[config.mk]
export PLATFORM = sky130hd
export DESIGN_NAME = uart_tx_fifo
export DESIGN_NICKNAME = d
export VERILOG_FILES = /design/src/rtl/uart_tx_fifo.sv
export SDC_FILE = /design/constraint.sdc
export NUM_CORES = 1
export LEC_CHECK = 0
export BUFFER_PORTS_ARGS = -buffer_cell sky130_fd_sc_hd__buf_2
export CORE_ASPECT_RATIO = 0.7
export CORE_MARGIN = 4
export CORE_UTILIZATION = 39
export DETAILED_ROUTE_END_ITERATION = 12
export SETUP_SLACK_MARGIN = 0.5
export SLEW_MARGIN = 25
export SYNTH_ARGS = -nofsm -noshare
export SYNTH_HDL_FRONTEND = slang
export SYNTH_SLANG_ARGS = --single-unit
[constraint.sdc]
create_clock -name clk -period 4.3 [get_ports clk]
set_input_delay 0.43 -clock clk [delete_from_list [all_inputs] [get_ports clk]]
set_output_delay 0.43 -clock clk [all_outputs]
set_load 0.01 [all_outputs]
[src/rtl/uart_tx_fifo.sv]
// rtl/uart_tx_fifo.sv - UART transmitter fed by a power-of-two FIFO; frames go out back-to-back
module uart_tx_fifo #(
  parameter int CLKS_PER_BIT = 10417,
  parameter int DATA_BITS    = 8,
  parameter int PARITY       = 0,
  parameter int STOP_BITS    = 1,
  parameter int FIFO_DEPTH   = 16
) (
  input  logic                          clk,
  input  logic                          rst,
  input  logic                          i_valid,
  input  logic [DATA_BITS-1:0]          i_data,
  output logic                          o_ready,
  output logic [$clog2(FIFO_DEPTH):0]   o_count,
  output logic                          o_tx,
  output logic                          o_active,
  output logic                          o_done
);

  localparam int CW = $clog2(CLKS_PER_BIT);
  localparam int PW = $clog2(FIFO_DEPTH);
  localparam int NW = PW + 1;
  localparam int IW = $clog2(DATA_BITS + 1);
  localparam logic [CW-1:0] BIT_LAST  = CW'(CLKS_PER_BIT - 1);
  localparam logic [IW-1:0] DATA_LAST = IW'(DATA_BITS - 1);
  localparam logic [IW-1:0] STOP_LAST = IW'(STOP_BITS - 1);
  localparam logic [NW-1:0] FULL      = NW'(FIFO_DEPTH);

  typedef enum logic [2:0] {S_IDLE, S_START, S_DATA, S_PAR, S_STOP} state_t;

  logic [DATA_BITS-1:0] mem [FIFO_DEPTH];
  logic [PW-1:0]        wr_ptr;
  logic [PW-1:0]        rd_ptr;
  logic [NW-1:0]        count;

  state_t               state;
  logic [CW-1:0]        cnt;
  logic [IW-1:0]        bit_idx;
  logic [DATA_BITS-1:0] shreg;
  logic                 par_bit;

  logic                 push;
  logic                 pop;
  logic                 bit_end;
  logic                 frame_end;
  logic [DATA_BITS-1:0] rd_word;
  logic                 load_par;

  assign o_ready   = (count != FULL);
  assign o_count   = count;
  assign push      = i_valid && o_ready;
  assign bit_end   = (cnt == BIT_LAST);
  assign frame_end = (state == S_STOP) && bit_end && (bit_idx == STOP_LAST);
  // The next word is taken either from idle or on the last stop cycle, so queued frames abut.
  assign pop       = (count != '0) && ((state == S_IDLE) || frame_end);
  assign rd_word   = mem[rd_ptr];
  assign load_par  = (PARITY == 1) ? ~^rd_word : ^rd_word;

  always_ff @(posedge clk) begin
    if (push) begin
      mem[wr_ptr] <= i_data;
    end
  end

  always_ff @(posedge clk or posedge rst) begin
    if (rst) begin
      wr_ptr <= '0;
      rd_ptr <= '0;
      count  <= '0;
    end else begin
      if (push) begin
        wr_ptr <= wr_ptr + PW'(1);
      end
      if (pop) begin
        rd_ptr <= rd_ptr + PW'(1);
      end
      case ({push, pop})
        2'b10:   count <= count + NW'(1);
        2'b01:   count <= count - NW'(1);
        default: count <= count;
      endcase
    end
  end

  always_ff @(posedge clk or posedge rst) begin
    if (rst) begin
      state    <= S_IDLE;
      o_tx     <= 1'b1;
      o_active <= 1'b0;
      o_done   <= 1'b0;
      cnt      <= '0;
      bit_idx  <= '0;
      shreg    <= '0;
      par_bit  <= 1'b0;
    end else begin
      o_done <= 1'b0;
      if (state != S_IDLE) begin
        cnt <= bit_end ? '0 : cnt + CW'(1);
      end
      case (state)
        S_IDLE: begin
          cnt     <= '0;
          bit_idx <= '0;
          if (pop) begin
            shreg    <= rd_word;
            par_bit  <= load_par;
            o_tx     <= 1'b0;
            o_active <= 1'b1;
            state    <= S_START;
          end else begin
            o_tx     <= 1'b1;
            o_active <= 1'b0;
          end
        end
        S_START: begin
          if (bit_end) begin
            o_tx    <= shreg[0];
            shreg   <= shreg >> 1;
            bit_idx <= '0;
            state   <= S_DATA;
          end
        end
        S_DATA: begin
          if (bit_end) begin
            if (bit_idx == DATA_LAST) begin
              bit_idx <= '0;
              if (PARITY != 0) begin
                o_tx  <= par_bit;
                state <= S_PAR;
              end else begin
                o_tx  <= 1'b1;
                state <= S_STOP;
              end
            end else begin
              bit_idx <= bit_idx + IW'(1);
              o_tx    <= shreg[0];
              shreg   <= shreg >> 1;
            end
          end
        end
        S_PAR: begin
          if (bit_end) begin
            o_tx    <= 1'b1;
            bit_idx <= '0;
            state   <= S_STOP;
          end
        end
        S_STOP: begin
          if (bit_end) begin
            if (bit_idx == STOP_LAST) begin
              o_done  <= 1'b1;
              bit_idx <= '0;
              if (pop) begin
                shreg   <= rd_word;
                par_bit <= load_par;
                o_tx    <= 1'b0;
                state   <= S_START;
              end else begin
                o_active <= 1'b0;
                state    <= S_IDLE;
              end
            end else begin
              bit_idx <= bit_idx + IW'(1);
            end
          end
        end
        default: begin
          o_tx     <= 1'b1;
          o_active <= 1'b0;
          state    <= S_IDLE;
        end
      endcase
    end
  end

endmodule
== Word-level counts from Yosys, hierarchy flattened ==
Memories as Yosys holds them, arrays and structs flattened.
Index checks and enable logic that the tools add are counted.
Widths: inputs -> output; s select.

* Input bits: 11
* Bits in writable memories: 128
* Logic and storage cells: 103
* Register bits after elaboration: 45
* Output and inout port bits: 9
* Memories: 1

{| class="wikitable"
|+ Memories
! memory !! words !! width !! read ports !! clocked after Yosys merged registers in !! write ports !! line !! RTL
|-
| mem || 16 || 8 || 1 || 0 || 1 || 31 || <nowiki>logic [DATA_BITS-1:0] mem [FIFO_DEPTH];</nowiki>
|}

* Reduce and logical (&&, ||, !) cells: 20
* Equality and inequality tests: 20
* Mux-type cells: 45
* Add/sub/neg operators: 6
* Bitwise operators: 1

{| class="wikitable"
|+ Operator list
! operator !! count
|-
| $mux 8 || 6
|-
| $mux 14 || 3
|-
| $pmux 8 s4 || 1
|-
| $mux 3 || 7
|-
| $mux 4 || 5
|-
| $mux 1 || 18
|-
| $ne 2x2->1 const B || 9
|-
| $pmux 4 s4 || 1
|-
| $pmux 3 s5 || 1
|-
| $add 14x1->14 const B || 1
|-
| $eq 14x14->1 const B || 1
|-
| $add 4x1->4 const B || 3
|-
| $reduce_and 6->1 || 2
|-
| $pmux 5 s2 || 1
|-
| $reduce_and 4->1 || 2
|-
| $reduce_bool 4->1 || 2
|-
| $reduce_and 7->1 || 1
|-
| $eq 3x2->1 const B || 2
|-
| $add 5x1->5 const B || 1
|-
| $ne 5x5->1 const B || 1
|-
| $pmux 1 s5 || 1
|-
| $reduce_bool 5->1 || 1
|-
| $sub 5x1->5 const B || 1
|-
| $eq 4x3->1 const B || 1
|-
| 15 further kinds || 20
|}

== Depth between registers and ports, before layout ==
Gate-level depths: netlist of the first run.

* Depth in word-level cells: 9
* Mapped depth: 16

== Least setup slack after synthesis of the first run ==
No wires, ideal clock.

* Path kind: flip-flop to flip-flop
* Start point: register cnt[0]
* End point: register count[4] (netlist: o_count[4])
* Stages on the path, launching flop included: 17
* Slack: 867 ps
* Arrival time: 3,354 ps
* Path through: dfrtp_1 > inv_1 > ha_1 > or4b_1 > or4_4 > buf_6 > o21ai_4 > nand2_4 > inv_1 > ha_1 > inv_1 > fa_1 > nor2b_1 > o21ai_0 > and3_1 > nor3_1 > xor2_1

* Longest elaborated chain between the ends: 7

{| class="wikitable"
|+ Ends and longest elaborated chain
! item !! line !! RTL
|-
| start: declaration || 37 || <nowiki>logic [CW-1:0] cnt;</nowiki>
|-
| start signal: assignment || 98 || <nowiki>cnt <= bit_end ? '0 : cnt + CW'(1);</nowiki>
|-
| $eq 14x14->1 * || 52 || <nowiki>assign bit_end = (cnt == BIT_LAST);</nowiki>
|-
| $logic_and 1x1->1 * (2 in a row) || 53 || <nowiki>assign frame_end = (state == S_STOP) && bit_end && (bit_idx == STOP_LAST);</nowiki>
|-
| $logic_or 1x1->1 * || 55 || <nowiki>assign pop = (count != '0) && ((state == S_IDLE) || frame_end);</nowiki>
|-
| $logic_and 1x1->1 * || 55 ||
|-
| named net pop || 43 || <nowiki>logic pop;</nowiki>
|-
| $eq 2x1->1 / $eq 2x2->1 (equally long branches) || 77 || <nowiki>case ({push, pop})</nowiki>
|-
| $pmux 5 s2 / $reduce_bool 2->1 (equally long branches) || n/a ||
|-
| end signal: assignment || 78 || <nowiki>2'b10: count <= count + NW'(1);</nowiki>
|-
| end signal: assignment || 79 || <nowiki>2'b01: count <= count - NW'(1);</nowiki>
|-
| end signal: assignment || 80 || <nowiki>default: count <= count;</nowiki>
|-
| end: declaration || 34 || <nowiki>logic [NW-1:0] count;</nowiki>
|}

The timed path passes the listed nets; every way through them passes the cells marked *.
A chain may end at the register's enable or synchronous reset.

== Worst setup path in the final report of the first run ==
Same ends and word-level chain as after synthesis.

==> summary.md, run 1 <==
| Metric | Value |
|---|---|
| Status | complete, no violations |
| Critical path class | reg2reg |
| Worst skew pair latency | 0.43 ns |
| Most used cell, CP | inv_1 |
| RePlAce Congestion | 0.790 |
| Post-Synth XOR/XNOR Area | 2.71% |
| Avg Inst Size Synth | 15.5 sq um |
| R2r worst-path depth | 15 |
| Post-route minimum period | 3.57 ns |
| Die area | 21400 sq um |
| Crit-path max cell delay | 0.55 ns |
| Initial antenna violation count | 0 |
| Die height | 124 um |
| DRT antenna net count | 0 |
| Fin Setup TNS | 0 ns |
| DRC | 0 |
| Most frequent cells in the layout | edfxtp_1, dfrtp_1, nor2_1 |
| Hold-fix buffers at CTS | 0 |
| Peak VDD IR | 0.000202 V |
| Area leader, netlist | edfxtp_1 |
| H-tree depth reported by CTS | 4 |
| Final Cell Area | 8410 sq um |
| Fmax | 280 MHz |
| Slew headroom | 34.7% |
| Fin nets | 530 |
| TritonCTS clock tree | yes |
| Die width | 173 um |
| TritonCTS buffer count | 17 |
| Site row count | 41 |
| Worst Path Buf+Inv | 3 |
| Synth Area in Simple Gates | 7.45% |
| Total track usage | 15.0% |
| Main synth FF type | edfxtp_1 |
| Bufs on Longest Clock Path | 2 |
| Post-synthesis compound-gate area fraction | 5.01% |
| MaxCap Viol Count | 0 |
| Clk sinks | 173 |
| Port-buffer cells | 19 |
| Power per standard cell area | 477 nW/um^2 |
| Vias in the first global route | 4235 |
| Worst Path Required | 4.65 ns |
| Fraction of layout cells with a size suffix above 1 | 23.2% |
| Worst-margin pin slew | 0.976 ns |
| Sw Share | 25.8% |
| Ports | 20 |
| Hold Fails Final Rpt | 0 |
| Synthesized-area fraction occupied by adder cells | 2.61% |
| Post-synth EDFFs | 128 |
| Final WS setup | 0.728 ns |
| Area of the core | 18400 sq um |
| Gate power share | 10.2% |
| Util after Layout | 45.8% |
| Number of cells on the critical path | 15 |
| Worst hold margin | 0.123 ns |
| Crit end category | register |
| Ant. Diodes | 0 |
| Most common cell after layout, fill and taps aside | edfxtp_1 |
| Synth area leaders | edfxtp_1, dfrtp_1, mux4_2 |
| Period utilization | 83.1% |
| Starting Density | 40.5% |
| Post-Place Cell Area | 7790 sq um |
| DR pass1 iterations | 6 |
| Clock share of power | 38.5% |
| Mux share of post-synthesis cell area | 13.0% |
| FFs w/ async S/R, synth | 26.0% |
| Vias per inst | 5.44 |
| Synthesized Nets | 506 |
| Slowest CP cell | or4_4 |
| Final Setup Violations | 0 |
| Total grt overflow | 0 |
| Post-Route WL | 15200 um |
| Crit-path max FO | 6 |
| RSZ-0062 raised after global routing | false |
| Detail Placement HPWL | 9780 um |
| Post-Syn Instances | 481 |
| Area growth syn-to-layout | 13.0% |
| Post-synthesis sequential area ratio | 66.8% |
| Crit path DAT | 3.92 ns |
| Skew final | 0.0117 ns |
| Root buf cell | clkbuf_16 |
| Post-synth cell types | 55 |
| Worst-path clk slew | 0.07 ns |
| Sequential share of power | 51.3% |
| Pin count of the biggest net entering global routing | 46 |
| Switching power | 1030 uW |
| First-pass GRT wire length | 24000 um |
| Drt wl/cell | 20.1 um |
| Dpl ws | 0.642 ns |
| Worst Hold Class | in2async |
| P_leak | 0.00298 uW |
| Total of warnings raised by yosys | 0 |
| Internal power | 2980 uW |
| Post-synth top area share | 51.6% |
| Slew Limit Fails | 0 |
| CP delay by family, top | simple AND/OR/NAND/NOR gates |
| Main combinational cell family by area after synthesis | multiplexers |
| Syn Std Cell Area | 7440 sq um |
| Crit start category | register |
| Via count | 4100 |
| Iter 0 DRT Violations | 422 |
| Synth Register Bits | 173 |
| Crit-path cells | inv_1, ha_1, or4b_1, or4_4, o21ai_4, nand2_4, inv_1, ha_2, inv_1, fa_1, nor2b_1, o21ai_0, and3_1, nor3_1, xor2_1 |
[synth_stat cells (2+ instances only)]
master    number
a211oi_1       2
a21oi_1       11
a22oi_1        6
and2_1         2
and3_1         3
buf_1          5
buf_2          5
clkbuf_1      10
dfrtp_1       44
edfxtp_1     128
ha_1          13
inv_1         21
mux2_2        14
mux2i_1       10
mux4_2        31
nand2_1       23
nand2b_1       5
nand3_1       11
nand3b_1       4
nand4_1        3
nor2_1        41
nor2b_1        2
nor3_1         7
nor4_1         2
o211ai_1       3
o21ai_0       17
o21ai_1        3
o221ai_1       2
o22ai_1        4
o32ai_1        2
or4b_1         2
xnor2_1       14
xor2_1         9
[worst paths after layout]
| kind | from | endpoint | slack [ns] |
|---|---|---|---|
| worst max-delay path | cnt[0] | o_count[4] | 0.73 |
| worst min-delay path | rst | cnt[13] | 0.12 |
| min in group clk | i_data[1] | mem[4][1] | 0.40 |
| max in group asynchronous | rst | rd_ptr[1] | 3.64 |
| worst min register to register | shreg[1] | shreg[1] | 0.51 |
| worst max register to register | cnt[0] | o_count[4] | 0.73 |
[sequential cells by signal, indices dropped and copies added, names as in the netlist]
| register | flops |
|---|---|
| mem | 128 |
| cnt | 14 |
| shreg | 8 |
| o_count | 5 |
| bit_idx | 4 |
| rd_ptr | 4 |
| wr_ptr | 4 |
| state | 3 |
| o_active | 1 |
| o_done | 1 |
| o_tx | 1 |
[metrics by stage]
stage	cells	total power, uW
after floorplan	481	2330
after global placement	719	2480
after detailed placement	719	2500
after CTS	751	4050
after global routing	754	4180
final	754	4020
[logic make-up (layout without fill, tap and decap cells)]
logic type | after synthesis | count (layout)
AO/OA/AOI/OAI | 58 | 58
XOR/XNOR | 23 | 23
adder cells (fa/ha/maj) | 15 | 15
buffers and inverters | 43 | 80
flip-flops | 173 | 173
multiplexers | 56 | 56
AND/OR/NAND/NOR | 113 | 113
[power groups by stage]
| stage | combinational, uW | clock [uW] | sequential (uW) |
|---|---|---|---|
| finish | 408 | 1550 | 2060 |
| global route | 455 | 1650 | 2080 |
| CTS | 412 | 1580 | 2060 |
| detailed placement | 409 | 0 | 2090 |
| global placement | 395 | 0 | 2080 |
| floorplan | 272 | 0 | 2060 |
[timing repair]
| action | 4_1_cts | 5_1_grt |
|---|---|---|
| gates resized for setup | 0 | 1 |
| setup buffers | 0 | 3 |
| endpoints found under the setup margin | 0 | 1 |
[final cells by class]
cell class,count,area (sq um)
sequential,173,4970
multi-input combinational,265,2320
fill,1603,9950
timing repair buffer,27,155
clock buffer,19,433
inverter,21,80.1
tap,236,295
clock inverter,13,159
[layer usage]
metal | share of wire (%) | wire, um | up-vias | global-route usage (%)
li1 | - | - | 1872 | -
met1 | 49 | 7390 | 2120 | 22.2
met2 | 45 | 6830 | 97 | 22.6
met3 | 5.3 | 803 | 11 | 2.97
met4 | 0.95 | 144 | 0 | 4.68
met5 | 0 | 0 | - | 0
(Power assumes the default switching activity.)
==> run 2, diff against run 1 <==
ABC_AREA = 1   (was not set)
clock period = 3.07 ns   (was 4.3 ns; I/O delays follow)
==> run 2 against run 1 <==
Net effect:
- utilization is 0.38 points higher
- combinational power up 43%
- critical endpoint unchanged
- register-to-register slack worse by 0.05 ns
- clock-buffer cell count decreased by 2
- highest routed layer unchanged
- cell count increased by 44%
- the flow now finishes with violations (negative hold slack)
==> summary.md, run 2 <==
| Metric | Value |
|---|---|
| Status | finished with violations |
| Failing checks | negative hold slack |
| Post-synth cell types | 40 |
| Vias per inst | 4.82 |
| Synthesized-area fraction occupied by adder cells | 2.35% |
| DR pass1 iterations | 5 |
| Critical R2R Capture | o_count[4] |
| Crit start category | register |
| DRT antenna net count | 0 |
| Area of the multi-input gates | 2420 sq um |
| Starting Density | 40.3% |
| Final Cell Area | 8880 sq um |
| First-pass GRT wire length | 27300 um |
| Via count | 5247 |
| Largest register FFs | 128 |
| Total of warnings raised by yosys | 0 |
| RSZ-0062 raised after global routing | false |
| Post-synth top area share | 49.5% |
| Worst R2R Setup Slack | 0.68 ns |
| Post-synthesis sequential area ratio | 64.1% |
| Count leader, synth | nand2_1 |
| Synth Area in Simple Gates | 21.3% |
| Skew final | 0.0171 ns |
| Post-Route WL | 17400 um |
| Most common cell after layout, fill and taps aside | nand2_1 |
| Fraction of layout cells with a size suffix above 1 | 13.2% |
| Area of the core | 19200 sq um |
| Synth area leaders | edfxtp_1, dfrtp_1, nand2_1 |
| Crit-path cells | inv_1, nand2_1, nor2_1, nand2_1, nor2_2, nand3_2, nand2_4, ha_4, inv_1, fa_1, inv_1, nand3_1, nand2_1, a21oi_1, o21ai_0, xor2_1 |
| Pin count of the biggest net entering global routing | 81 |
| Worst skew pair latency | 0.43 ns |
| Site row count | 42 |
| Die width | 177 um |
| Fin nets | 836 |
| Mux share of post-synthesis cell area | 0% |
| Detail Placement HPWL | 11000 um |
| Post-Place Cell Area | 8200 sq um |
| Crit-path max FO | 6 |
| Main synth FF type | edfxtp_1 |
| Total track usage | 16.0% |
| TritonCTS buffer count | 17 |
| Worst-path clk slew | 0.07 ns |
| Post-route minimum period | 2.39 ns |
| MaxCap Viol Count | 0 |
| Final Setup Violations | 0 |
| Area growth syn-to-layout | 14.5% |
| Critical path class | reg2reg |
| Root buf cell | clkbuf_16 |
| Die height | 126 um |
| Slew headroom | 41.2% |
| Period utilization | 77.9% |
| Post-synthesis compound-gate area fraction | 6.31% |
| H-tree depth reported by CTS | 4 |
| Post-Syn Instances | 770 |
| Critical R2R Launch | cnt[9] |
| Slowest CP cell | dfrtp_1 |
| Total grt overflow | 0 |
| P_leak | 0.00373 uW |
| Bufs on Longest Clock Path | 2 |
| Worst-margin pin slew | 0.882 ns |
| Crit-path max cell delay | 0.42 ns |
| Most frequent cells after synthesis | nand2_1, edfxtp_1, nor2_1 |
| Synthesized Nets | 795 |
| DRC | 0 |
| Worst Hold Class | in2async |
| Most frequent cells in the layout | nand2_1, edfxtp_1, nor2_1 |
| R2r worst-path depth | 16 |
| Drt wl/cell | 16.0 um |
| Slew Limit Fails | 0 |
| RePlAce Congestion | 0.870 |
| Power per standard cell area | 635 nW/um^2 |
| CP delay by family, top | simple AND/OR/NAND/NOR gates |
| Port-buffer cells | 19 |
| Worst Path Buf+Inv | 3 |
| Ports | 20 |
| TritonCTS clock tree | yes |
| Avg Inst Size Synth | 10.1 sq um |
| Synth Register Bits | 173 |
| Vias in the first global route | 4770 |
| FFs w/ async S/R, synth | 26.0% |
| Fin Setup TNS | 0 ns |
| Top reg by flops | mem |
| Post-synth EDFFs | 128 |
| Main combinational cell family by area after synthesis | simple AND/OR/NAND/NOR gates |
| Fmax | 418 MHz |
| Peak VDD IR | 0.000373 V |
| Initial antenna violation count | 0 |
| Hold Fails Final Rpt | 3 |
| Crit path DAT | 2.74 ns |
| Post-Synth XOR/XNOR Area | 0.903% |
| Syn Std Cell Area | 7760 sq um |
| Ant. Diodes | 0 |
| Clk sinks | 173 |
| Largest registers | mem (128), cnt (14), shreg (8) |
| Area leader, netlist | edfxtp_1 |
| Sequential standard cell area | 4970 sq um |
| Worst hold margin | -0.00388 ns |
| Crit end category | register |
| Worst Path Required | 3.42 ns |
| Die area | 22300 sq um |
| Filler cells | 1814 |
| Iter 0 DRT Violations | 437 |
-- run 2: routing by layer --
| metal | up-vias | GRT usage (%) | part of all wire [%] |
|---|---|---|---|
| met3 | 9 | 3.45 | 4.9 |
| li1 | 2650 | - | - |
| met4 | 0 | 4.27 | 0.67 |
| met5 | - | 0 | 0 |
| met2 | 115 | 21.5 | 42 |
| met1 | 2473 | 25.8 | 53 |
-- run 2: layout make-up --
type	instances	share of cell area (%)
Sequential cell	173	56.0
Multi-Input combinational cell	503	27.3
Clock buffer	17	4.79
Tap cell	264	3.72
Timing Repair Buffer	44	3.18
Inverter	72	3.06
Clock inverter	15	2.00
-- run 2: kinds of logic (layout without fill, tap and decap cells) --
| logic type | after synthesis | count (layout) |
|---|---|---|
| AO/OA/AOI/OAI | 86 | 86 |
| buffers and inverters | 94 | 148 |
| XOR/XNOR | 8 | 8 |
| adder cells (fa/ha/maj) | 14 | 14 |
| flip-flops | 173 | 173 |
| AND/OR/NAND/NOR | 395 | 395 |
-- run 2: how the worst max path moves through the flow --
stage,from,endpoint,cells past startpoint
2_1_floorplan,cnt[0],o_count[4],17
3_3_place_gp,cnt[0],o_count[4],17
3_5_place_dp,cnt[0],o_count[4],17
4_1_cts,cnt[0],o_count[4],17
5_1_grt,cnt[1],o_count[4],17
6_report,cnt[9],o_count[4],16
-- run 2: per-stage QoR --
| stage | std cells | setup WS [ns] | total power, uW | hold WS (ns) | util, % |
|---|---|---|---|---|---|
| floorplan | 770 | 0.672 | 3220 | 0.406 | - |
| global placement | 1049 | 0.449 | 3470 | 0.464 | 42.6 |
| detailed placement | 1049 | 0.369 | 3490 | 0.465 | 42.6 |
| CTS | 1081 | 0.511 | 5690 | 0.141 | 45.9 |
| global route | 1088 | 0.486 | 5890 | 0.0680 | 46.2 |
| finish | 1088 | 0.679 | 5640 | -0.00388 | 46.2 |
-- run 2: power breakdown --
| group | total, uW | internal [uW] | switching (uW) |
|---|---|---|---|
| sequential | 2850 | 2750 | 100 |
| combinational | 585 | 185 | 401 |
| clock | 2210 | 1230 | 977 |
-- run 2: timing repair --
action / in CTS / in global routing
hold buffers: 0 / 0
endpoints found under the setup margin: 1 / 3
resized for setup: 3 / 3
setup buffers: 0 / 7
pin swaps: 0 / 2
